===== src/rtl/fb_pkg.sv =====
// rtl/fb_pkg.sv - framebuffer arbiter shared types, widths and address packing helpers
package fb_pkg;

    localparam int FB_WORD_W = 16;
    localparam int FB_ADDR_W = 14;
    localparam int FB_XHI_W  = 6;
    localparam int FB_Y_W    = 8;
    localparam int FB_Y_LSB  = FB_XHI_W;

    typedef enum logic [2:0] {
        ST_IDLE,
        ST_A_RD,
        ST_A_PUSH,
        ST_B_RD,
        ST_B_MRG,
        ST_B_WR
    } fb_state_e;

    // Display word address layout: {2'b00, y[7:0], xhi[5:0]}
    function automatic logic [FB_WORD_W-1:0] fb_pack_addr(input logic [FB_Y_W-1:0]   y,
                                                          input logic [FB_XHI_W-1:0] xhi);
        return {2'b00, y, xhi};
    endfunction

endpackage


===== src/rtl/fb_arb_prio.sv =====
// rtl/fb_arb_prio.sv - display/draw grant selection with draw starvation counter
module fb_arb_prio
    import fb_pkg::*;
#(
    parameter int BURST = 4
) (
    input  logic clk,
    input  logic rst,
    input  logic eval_i,
    input  logic a_ready_i,
    input  logic b_ready_i,
    output logic grant_a_o,
    output logic grant_b_o
);

    localparam int             CNT_W   = $clog2(BURST + 1);
    localparam logic [CNT_W-1:0] BURST_C = CNT_W'(BURST);

    logic [CNT_W-1:0] cnt_q;

    // Draw only overtakes display once it has watched BURST display grants go by.
    always_comb begin
        grant_b_o = eval_i && b_ready_i && (!a_ready_i || (cnt_q == BURST_C));
        grant_a_o = eval_i && a_ready_i && !grant_b_o;
    end

    always_ff @(posedge clk or posedge rst) begin
        if (rst) begin
            cnt_q <= '0;
        end else if (!b_ready_i || grant_b_o) begin
            cnt_q <= '0;
        end else if (grant_a_o && (cnt_q != BURST_C)) begin
            cnt_q <= cnt_q + 1'b1;
        end
    end

endmodule


===== src/rtl/fb_arbiter.sv =====
// rtl/fb_arbiter.sv - single-port framebuffer SRAM arbiter, display vs draw; FB_ARB_WMASK_EN enables masked RMW writes
module fb_arbiter
    import fb_pkg::*;
#(
    parameter int ADDR_W = FB_ADDR_W,
    parameter int BURST  = 4
) (
    input  logic                 clk,
    input  logic                 rst,
    input  logic                 a_addr_empty,
    output logic                 a_addr_ren,
    input  logic [FB_WORD_W-1:0] a_addr_rd,
    input  logic                 a_data_full,
    output logic                 a_data_wen,
    output logic [FB_WORD_W-1:0] a_data_wd,
    input  logic                 b_req,
    input  logic                 b_we,
    input  logic [FB_WORD_W-1:0] b_addr,
    input  logic [FB_WORD_W-1:0] b_wd,
    input  logic [FB_WORD_W-1:0] b_wmask,
    output logic                 b_ack,
    output logic [FB_WORD_W-1:0] b_rd,
    output logic                 mem_en,
    output logic                 mem_we,
    output logic [ADDR_W-1:0]    mem_addr,
    output logic [FB_WORD_W-1:0] mem_wd,
    input  logic [FB_WORD_W-1:0] mem_rd
);

`ifdef FB_ARB_WMASK_EN
    localparam bit WMASK_EN = 1'b1;
`else
    localparam bit WMASK_EN = 1'b0;
`endif

    fb_state_e            state_q;
    logic                 bad_q;
    logic                 a_ok, b_ok, a_ready, b_ready, grant_a, grant_b;
    logic [FB_WORD_W-1:0] mrg_d;

    always_comb begin
        a_ok    = (a_addr_rd >> ADDR_W) == '0;
        b_ok    = (b_addr >> ADDR_W) == '0;
        a_ready = !a_addr_empty && !a_data_full;
        // The ack cycle still sees the completed request's b_req; don't re-serve it.
        b_ready = b_req && !b_ack;
        mrg_d   = (mem_rd & ~b_wmask) | (b_wd & b_wmask);
    end

    fb_arb_prio #(.BURST(BURST)) u_prio (
        .clk       (clk),
        .rst       (rst),
        .eval_i    (state_q == ST_IDLE),
        .a_ready_i (a_ready),
        .b_ready_i (b_ready),
        .grant_a_o (grant_a),
        .grant_b_o (grant_b)
    );

    always_ff @(posedge clk or posedge rst) begin
        if (rst) begin
            state_q    <= ST_IDLE;
            bad_q      <= 1'b0;
            a_addr_ren <= 1'b0;
            a_data_wen <= 1'b0;
            a_data_wd  <= '0;
            b_ack      <= 1'b0;
            b_rd       <= '0;
            mem_en     <= 1'b0;
            mem_we     <= 1'b0;
            mem_addr   <= '0;
            mem_wd     <= '0;
        end else begin
            a_addr_ren <= 1'b0;
            a_data_wen <= 1'b0;
            b_ack      <= 1'b0;
            mem_en     <= 1'b0;
            mem_we     <= 1'b0;
            case (state_q)
                ST_IDLE: begin
                    if (grant_a) begin
                        bad_q      <= !a_ok;
                        a_addr_ren <= 1'b1;
                        mem_en     <= a_ok;
                        mem_addr   <= a_addr_rd[ADDR_W-1:0];
                        state_q    <= ST_A_RD;
                    end else if (grant_b) begin
                        bad_q    <= !b_ok;
                        mem_en   <= b_ok;
                        mem_addr <= b_addr[ADDR_W-1:0];
                        if (b_we && !WMASK_EN) begin
                            mem_we  <= b_ok;
                            mem_wd  <= b_wd;
                            state_q <= ST_B_WR;
                        end else begin
                            state_q <= ST_B_RD;
                        end
                    end
                end
                ST_A_RD:   state_q <= ST_A_PUSH;
                ST_A_PUSH: begin
                    a_data_wd  <= bad_q ? '0 : mem_rd;
                    a_data_wen <= 1'b1;
                    state_q    <= ST_IDLE;
                end
                ST_B_RD:   state_q <= ST_B_MRG;
                ST_B_MRG: begin
                    if (b_we && WMASK_EN) begin
                        mem_en  <= !bad_q;
                        mem_we  <= !bad_q;
                        mem_wd  <= mrg_d;
                        state_q <= ST_B_WR;
                    end else begin
                        b_rd    <= bad_q ? '0 : mem_rd;
                        b_ack   <= 1'b1;
                        state_q <= ST_IDLE;
                    end
                end
                ST_B_WR: begin
                    b_ack   <= 1'b1;
                    state_q <= ST_IDLE;
                end
                default:   state_q <= ST_IDLE;
            endcase
        end
    end

endmodule


===== config.mk =====
export PLATFORM = sky130hd
export DESIGN_NAME = fb_arbiter
export DESIGN_NICKNAME = d
export VERILOG_FILES = /design/src/rtl/fb_pkg.sv /design/src/rtl/fb_arb_prio.sv /design/src/rtl/fb_arbiter.sv
export SDC_FILE = /design/constraint.sdc
export NUM_CORES = 1
export LEC_CHECK = 0
export ABC_AREA = 1
export BUFFER_PORTS_ARGS = -buffer_cell sky130_fd_sc_hd__buf_2
export CORE_UTILIZATION = 45
export DETAILED_ROUTE_END_ITERATION = 6
export GPL_TIMING_DRIVEN = 0
export PLACE_DENSITY = 0.8
export SLEW_MARGIN = 30
export SYNTH_ARGS = -nofsm -noshare
export SYNTH_HDL_FRONTEND = slang
export SYNTH_SLANG_ARGS = --single-unit

===== constraint.sdc =====
create_clock -name clk -period 6.89 [get_ports clk]
set_input_delay 1.0335 -clock clk [delete_from_list [all_inputs] [get_ports clk]]
set_output_delay 1.0335 -clock clk [all_outputs]
set_load 0.01 [all_outputs]

==> metrics, run 1 <==
outcome complete, no violations; routed vias 2,718; Clock transition at path regs roughly 0.080 ns; initial DRC count 57; CP Capture Type flip-flop; Syn Area/Cell approximately 10 µm²; Initial Util 0.463; most used cell, CP nand2_1; Setup Skew 0.0100 ns; leakage between 0.002 and 0.003 µW; H-tree Lvls 3; Hold Fails Final Rpt 0; Post-Synth XOR/XNOR Area 0; CP max stage cell a21oi_4; post-synthesis sequential area ratio 0.554; Post-Route WL between 7000 and 8000 µm; Pwr per Cell Area roughly 450 nW/µm²; total congestion overflow 0; largest family of logic cells by synthesized area simple AND/OR/NAND/NOR gates; final setup vio count 0; Worst Setup Start Kind input port; routed len/inst 12.2 µm; DR vias/cell 4.57; unrepaired setup endpoints after global routing no; critical path class input port to flip-flop; Top FF cell, synth dfrtp_1; clock sinks 74; Max clock buf depth 2; Max IR drop VDD between 150 and 200 µV; TritonCTS buffer count 9; Synth warnings 0; Routed Antenna Nets 0; max incr delay on CP about 0.3 ns; maximum clock frequency between 500 and 600 MHz; Critical Path, Cell by Cell buf_2, inv_1, nor2_2, nand2_2, a21oi_4, inv_2, buf_6, nand2_1, nand2_1; Final Non-Filler Cells approximately 600; clk_lat worst skew approximately 0.34 ns; Synth async-reset ratio 1.00; Remaining DRCs 0; Final HPWL DP between 5000 and 6000 µm; fin nets approximately 580; Die Footprint 7780 µm²; Cell variety after synth 25; syn_nets 431; Hold Buf Count CTS 0; Fillers approximately 640; Core Area slightly above 7000 µm²; Resize count post-CTS 0; layout cells sized above 1 0.427; period utilisation layout 0.285; Simple-Gate Fraction of Synth Area 0.246; multiplexer share of the synthesized area 0.118; Die Y-Extent about 90 µm; area added between synthesis and finish 32.7%; Post-CTS Setup Repair Bufs 0; Synth Area in Compound Gates 0.0101; Adder-Cell Fraction of Synth Area 0.00749; CTS tree built; Synth Cell Area about 3300 µm²; Core Util, Final 0.615; max-cap viol count 0; first-pass GRT wire length 11,500 µm; reg2reg setup slack slightly above 5 ns; Placer Congestion approximately 0.74; vias in the first global route around 2.6k; Worst EP arrival between 2 and 2.5 ns; Post-synth EDFFs 0; final critical-path required period between 1.5 and 2 ns; diodes inserted 0; DR pass1 iterations 4; die extent in x 88.2 µm; Seq cells post-synth 74; largest net degree at the start of global routing 46; crit-path max FO 10; worst rel slew slack 0.669; TNS Setup 0 ns; final worst slack a little under 5 ns; # placed instances approximately 580; antenna violations before repair 0; Setup WS pre-CTS 4.56 ns; clk root buf clkbuf_8; Gate Count Post-Synth between 300 and 400; Final Max Slew Viols 0; # rows 31; port bufs around 140; Worst-Margin Slew around 0.50 ns; Worst EP required slightly above 7 ns; worst hold-check path type flip-flop to flip-flop; GRT Total Usage 0.196; delay-heaviest family, CP simple AND/OR/NAND/NOR gates; IO Count approximately 150; CP Buf/Inv Count 4
==> synth_stat cells (2+ instances only) <==
library cell	number	area, µm²
dfrtp_1	74	1850
nand2_4	3	33.8
ha_1	2	25.0
nand3_1	20	100
mux2_4	9	135
buf_6	4	45.0
buf_2	3	15.0
buf_4	2	15.0
nand2_1	134	503
inv_1	28	105
nor2_1	22	82.6
or2_2	2	12.5
nor2_2	3	18.8
mux2_2	23	259
inv_2	2	7.51
a21oi_1	2	10.0
nor3_4	2	32.5
==> cell families after synthesis <==
group,count (synthesis)
AOI/OAI and AO/OA,4
and+or+nand+nor,189
DFF,74
buffers and inverters,42
muxes,32
adders and majority gates,2
==> registers in the layout, summed over array words and instances, names as in the netlist <==
| register | cells |
|---|---|
| a_addr_ren | 1 |
| a_data_wd | 16 |
| a_data_wen | 1 |
| b_ack | 1 |
| b_rd | 16 |
| bad_q | 1 |
| mem_addr | 14 |
| mem_en | 1 |
| mem_wd | 16 |
| mem_we | 1 |
| state_q | 3 |
| u_prio.cnt_q | 3 |
==> tightest hold or removal path, delay by kind of cell, from the launching register on <==
| kind | cells | cell delay, ns |
|---|---|---|
| flip-flops | 1 | 0.34 |
| AND/OR/NAND/NOR | 2 | 0.10 |
==> final cells by class <==
type,count,area [µm²],share of cell area
repair buffers,137,701,0.158
inverters,31,121,0.0274
multi-input cells,227,1270,0.287
flip-flops and latches,74,1850,0.417
clock buffers,10,128,0.0288
plain buffers,11,98.8,0.0223
clock inverters,6,138,0.0310
well taps,99,124,0.0279
==> power by group <==
group	internal (µW)	switching, µW
Combinational	370	436
Clock	279	161
Sequential	626	109
==> path summary, 6_finish.rpt <==
kind,start,end,cells past startpoint
worst max-delay path,b_req,mem_addr[1],9
worst min-delay path,mem_addr[9],mem_addr[9],2
worst max register to register,u_prio.cnt_q[0],mem_addr[1],10
worst min register to register,mem_addr[9],mem_addr[9],2
max in group asynchronous,rst,a_data_wd[1],3
min in group asynchronous,rst,mem_wd[0],2
==> per-layer routing <==
layer	share of wire	track usage	wire length, µm
met2	0.48	0.333	3470
met1	0.44	0.237	3190
met4	0.011	0.0836	77
met5	0	0	0
met3	0.069	0.0481	496
==> metrics by stage <==
step | hold slack, ns | total power [µW] | area, µm²
after floorplan | 0.474 | 1260 | 3340
after global placement | 0.458 | 1520 | 4150
after detailed placement | 0.459 | 1560 | 4170
after CTS | 0.482 | 2010 | 4440
after global routing | 0.507 | 2120 | 4440
final | 0.477 | 1980 | 4440
==> cells in the final DEF (no fill, tap or decap) <==
cell | netlist | final
inv_6 | 0 | 1
nand2_2 | 1 | 1
ha_1 | 2 | 2
buf_12 | 1 | 2
a21oi_1 | 2 | 2
clkinv_4 | 0 | 1
inv_1 | 28 | 27
nor2_1 | 22 | 22
nor3_4 | 2 | 2
a21oi_4 | 1 | 1
bufinv_16 | 0 | 4
nor2_2 | 3 | 3
nand3_1 | 20 | 20
a21boi_1 | 1 | 1
mux2_2 | 23 | 23
buf_6 | 4 | 4
nor2_4 | 1 | 1
inv_4 | 1 | 2
nand2_1 | 134 | 134
or2_2 | 2 | 2
mux2_4 | 9 | 9
dfrtp_1 | 74 | 74
clkbuf_8 | 0 | 9
buf_4 | 2 | 2
inv_2 | 2 | 2
buf_2 | 3 | 139
nor2_8 | 1 | 1
clkbuf_1 | 1 | 2
nand2_4 | 3 | 3
Note: power is estimated with default switching activity, not from simulation.
==> inputs of run 2 (changes only) <==
- clock period: 6.89 -> 2.05 ns (I/O delays scaled with it)
==> run 2 against run 1 <==
Effect of this change:
- wire length down 0.47%
- power rose to 3.1 times the previous value
- setup slack got worse by 4.6 ns
- non-clock buffer count rose by 1
- cell count rose by 0.17%
- via count hardly changed
- global-route usage shrank 0.11 points
- critical path type is now flip-flop to flip-flop
- largest cell class unchanged
==> metrics, run 2 (synthesis gave the netlist of run 1 again) <==
Regs by FF count a_data_wd x16, b_rd x16, mem_wd x16; Area after DPL 4200 µm²; clock sinks 74; Final Max Slew Viols 0; hold_ws 0.00969 ns; crit-path max FO 10; Max clock buf depth 2; CTS tree built; Hold Fails Final Rpt 0; largest net degree at the start of global routing 30; Post-CTS Setup Repair Bufs 0; Routed Antenna Nets 0; final setup vio count 0; Worst EP arrival 1.95 ns; Resize count post-CTS 0; maximum clock frequency approximately 580 MHz; Initial Util 0.463; Critical Path, Cell by Cell inv_1, ha_1, nand2_1, nand2_1, nand2_2, a21oi_4, inv_2, buf_6, nand2_1, nand2_1; Max IR drop VDD between 500 and 600 µV; clk root buf clkbuf_8; Die Footprint about 8000 µm²; DR pass1 iterations 4; first-pass GRT wire length 11,600 µm; clk_lat worst skew 0.34 ns; port bufs 136; most common cell after layout, fill and taps aside buf_2; commonest non-fill, non-tap cells in the layout buf_2 (139), nand2_1 (134), dfrtp_1 (74); Worst Setup Start Kind flip-flop; Final HPWL DP about 5400 µm; # rows 31; routed len/inst between 10 and 15 µm; worst rel slew slack 0.633; diodes inserted 0; final critical-path required period about 1.7 ns; IO Count about 150; H-tree Lvls 3; CP Capture Type flip-flop; initial DRC count 65; die extent in x just under 90 µm; unrepaired setup endpoints after global routing no; area added between synthesis and finish 30.7%; fin area between 4000 and 5000 µm²; layout cells sized above 1 0.429; Clock transition at path regs roughly 0.080 ns; outcome complete, no violations; Die Y-Extent slightly below 90 µm; Worst EP required about 2.3 ns; max incr delay on CP approximately 0.40 ns; Core Area 7210 µm²; TritonCTS buffer count 9; TNS Setup 0 ns; Remaining DRCs 0; total congestion overflow 0; period utilisation layout 0.842; most used cell, CP nand2_1; antenna violations before repair 0; leakage around 0.0025 µW; max-cap viol count 0; fin nets 580; Worst-Margin Slew roughly 0.55 ns; GRT Total Usage 0.195; CP max stage cell dfrtp_1; worst hold-check path type input port to asynchronous set/reset pin; vias in the first global route 2,537; Pwr per Cell Area approximately 1400 nW/µm²; DR vias/cell between 4 and 5; Post-Route WL between 7000 and 8000 µm; Placer Congestion approximately 0.76; critical path class flip-flop to flip-flop; routed vias between 2k and 3k; Setup Skew about 0.013 ns; Hold Buf Count CTS 0
run 2: cell count changes in the layout (fill, tap and decap cells not counted):
cell | previous run | this run
clkinv_4 | 1 | 0
buf_16 | 0 | 1
inv_4 | 2 | 1
bufinv_16 | 4 | 0
clkinv_2 | 0 | 2
clkinvlp_4 | 0 | 4
run 2: final timing paths:
path                            cells past startpoint     endpoint             from  slack, ns
worst max-delay path                               10        bad_q  u_prio.cnt_q[0]       0.32
worst min-delay path                                2    mem_wd[8]              rst       0.01
worst max register to register                     10        bad_q  u_prio.cnt_q[0]       0.32
worst min register to register                      2  mem_addr[9]      mem_addr[9]       0.48
max in group asynchronous                           3     b_rd[15]              rst       1.52
min in group clk                                    3    mem_wd[7]          b_wd[7]       0.16
run 2: final cells by class:
| type | count | area, µm² |
|---|---|---|
| multi-input cells | 227 | 1270 |
| well taps | 99 | 124 |
| inverters | 31 | 123 |
| flip-flops and latches | 74 | 1850 |
| plain buffers | 11 | 98.8 |
| fillers | 649 | 2850 |
| repair buffers | 138 | 728 |
| clock inverters | 6 | 41.3 |
| clock buffers | 10 | 128 |
run 2: layer usage:
| layer | track usage | vias to the layer above | routed length (µm) |
|---|---|---|---|
| met4 | 0.0660 | 0 | 96 |
| met3 | 0.0424 | 9 | 422 |
| li1 | - | 1369 | - |
| met5 | 0 | - | 0 |
| met2 | 0.330 | 93 | 3440 |
| met1 | 0.247 | 1249 | 3240 |
run 2: stage by stage:
| step | total power [µW] | util | std cells | worst slack, ns |
|---|---|---|---|---|
| 2_1_floorplan | 4220 | - | 343 | 0.537 |
| 3_3_place_gp | 5110 | 0.575 | 578 | 0.347 |
| 3_5_place_dp | 5220 | 0.582 | 580 | 0.338 |
| 4_1_cts | 6220 | 0.605 | 596 | 0.313 |
| 5_1_grt | 6620 | 0.605 | 596 | 0.149 |
| 6_report | 6140 | 0.605 | 596 | 0.325 |
run 2: where the power goes:
| group | leakage (µW) | total, µW | internal [µW] | switching, µW |
|---|---|---|---|---|
| registers | 0.000944 | 2470 | 2110 | 368 |
| clock network | 0.0000787 | 970 | 439 | 531 |
| logic | 0.00152 | 2700 | 1240 | 1450 |
run 2: worst max-delay path, delay by kind of cell (launching register included):
| kind | cells | cell delay, ns |
|---|---|---|
| and+or+nand+nor | 5 | 0.40 |
| AOI/OAI and AO/OA | 1 | 0.29 |
| DFF | 1 | 0.40 |
| adders and majority gates | 1 | 0.14 |
| buffers and inverters | 3 | 0.37 |
==> inputs of run 3 (changes only) <==
- CORE_UTILIZATION: 45 -> 42
- PLACE_DENSITY: 0.8 -> 0.79
- clock period: 2.05 -> 1.45 ns (I/O delays scaled with it)
==> run 3 against run 2 <==
Effect of this change:
- the flow now finishes with violations (setup timing)
- cell count increased by 5.2%
- combinational power rose by 80%
- setup slack worse by 0.39 ns
- clock skew rose by 0.0013 ns
- non-clock buffer count increased by 28
- wire length grew 12%
- clock power grew 61%
- global-route usage is 0.59 points higher
- cell area up 14%
- first-iteration DRC count rose by 43%
- power grew 62%
- flip-flop and latch count did not move
- critical endpoint is now mem_addr[4]
- largest power group unchanged
==> metrics, run 3 (synthesis gave the netlist of run 1 again) <==
routed len/inst ~13 µm; max incr delay on CP between 0.3 and 0.4 ns; Core Area 7730 µm²; fin nets 608; final setup vio count 49; clk_lat worst skew between 0.3 and 0.4 ns; Remaining DRCs 0; CP max stage cell dfrtp_1; DR pass1 iterations 4; Hold Path Stages 3; Initial Util 0.433; met1 Resource Use GR 0.258; Regs by FF count a_data_wd x16, b_rd x16, mem_wd x16; Worst Setup Start Kind flip-flop; max-cap viol count 0; die extent in x slightly above 90 µm; # placed instances between 500 and 600; DR vias/cell between 4 and 5; leakage about 0.0028 µW; routed vias between 2k and 3k; vias in the first global route ~2.8k; GR peak layer met2; Max IR drop VDD slightly above 800 µV; commonest non-fill, non-tap cells in the layout buf_2 (137), nand2_1 (93), dfrtp_1 (72); Worst EP required roughly 1.7 ns; worst rel slew slack 0.649; Worst-Margin Slew 0.526 ns; diodes inserted 0; clk root buf clkbuf_8; Placer Congestion 0.749; Die Footprint approximately 8300 µm²; antenna violations before repair 0; unrepaired setup endpoints after global routing yes; IO Count 153; Max clock buf depth 2; period utilisation layout 1.04; TNS Setup -1.21 ns; Hold Fails Final Rpt 0; # rows 32; Core Util, Final 0.643; GRT Total Usage 0.201; TritonCTS buffer count 9; area added between synthesis and finish 48.6%; Die Y-Extent approximately 91 µm; initial DRC count 93; Worst EP arrival ~1.7 ns; most common cell after layout, fill and taps aside buf_2; Final HPWL DP 5410 µm; first-pass GRT wire length 13,100 µm; met2 usage 0.333; Setup WS pre-CTS -0.243 ns; Critical Path, Cell by Cell inv_2, ha_4, nand2_2, nand2_2, nand2_4, buf_6, nand2_8, buf_8, nand2_2, nand2_1, nand2_1, nand2_1; crit-path max FO 6; worst hold-check path type input port to flip-flop; Pwr per Cell Area 2000 nW/µm²; met3 Track Usage GR 0.0360; final critical-path required period 1.51 ns; H-tree Lvls 3; clock sinks 74; maximum clock frequency approximately 660 MHz; critical path class flip-flop to flip-flop; Clock transition at path regs approximately 0.09 ns; Final Max Slew Viols 0; layout cells sized above 1 0.554; Routed Antenna Nets 0; worst-case reg-to-reg path depth 12; Post-Route WL between 8000 and 9000 µm; total congestion overflow 0; largest net degree at the start of global routing 31; port bufs between 100 and 150; CP Capture Type flip-flop; Fillers about 620; Final Non-Filler Cells between 600 and 700; Setup Skew 0.0139 ns; final worst slack -0.0602 ns; failing checks setup timing; outcome complete, but fails checks; CTS tree built
[run 3: cell count changes in the layout (fill, tap and decap cells not counted), moves of 3 or more]
cell and delta:
nand2_1 -41, nand2_2 +33, buf_4 +17, mux2_2 -7, mux2_4 +7, nand2_4 +7
buf_12 +5, buf_6 +4, inv_1 -3, nor2_4 +3
[run 3: path summary, 6_finish.rpt]
| path | startpoint | endpoint | slack, ns |
|---|---|---|---|
| setup reg to reg | u_prio.cnt_q[0] | mem_addr[4] | -0.06 |
| hold reg to reg | mem_wd[4] | mem_wd[4] | 0.48 |
| setup / recovery | u_prio.cnt_q[0] | mem_addr[4] | -0.06 |
| hold / removal | b_wd[15] | mem_wd[15] | 0.07 |
| max in group asynchronous | rst | b_rd[3] | 0.46 |
| min in group asynchronous | rst | mem_wd[6] | 0.46 |
[run 3: through the flow]
| step | hold slack, ns | area, µm² | total power, µW |
|---|---|---|---|
| 2_1_floorplan | 0.327 | 3350 | 5970 |
| 3_3_place_gp | 0.411 | 4160 | 7240 |
| 3_5_place_dp | 0.295 | 4210 | 7390 |
| 4_1_cts | 0.0481 | 4700 | 9600 |
| 5_1_grt | 0.0524 | 4970 | 10600 |
| 6_report | 0.0663 | 4970 | 9930 |
[run 3: final cells by class]
class | count | area, µm² | area share
sequential | 74 | 1850 | 0.373
inverter | 31 | 128 | 0.0257
multi-input combinational | 227 | 1490 | 0.299
tap | 102 | 128 | 0.0257
clock inverter | 6 | 67.6 | 0.0136
buffer | 10 | 111 | 0.0224
timing repair buffer | 167 | 1060 | 0.214
clock buffer | 10 | 128 | 0.0257
[run 3: what timing repair did]
item                       4_1_cts  5_1_grt
pin swaps                        8       15
hold buffers                     1        0
gates resized for setup         28       54
setup buffers                   19        5
cloned                           2        2
hold endpoints to repair        20        0
setup endpoints to repair       59       54
[run 3: where the power goes]
group / internal, µW / switching, µW
Clock: 798 / 766
Sequential: 2980 / 524
Combinational: 2460 / 2410
[run 3: worst max-delay path: cells and delay by family (launching register included)]
family	cells	cell delay, ns
adder cells (fa/ha/maj)	1	0.15
AND/OR/NAND/NOR	8	0.55
flip-flops	1	0.38
buffers and inverters	3	0.33
[run 3: per-layer routing]
layer | share of wire | wire length, µm | vias up
met3 | 0.045 | 364 | 10
met2 | 0.50 | 4070 | 104
met4 | 0.016 | 127 | 0
li1 | - | - | 1415
met5 | 0 | 0 | -
met1 | 0.43 | 3510 | 1345
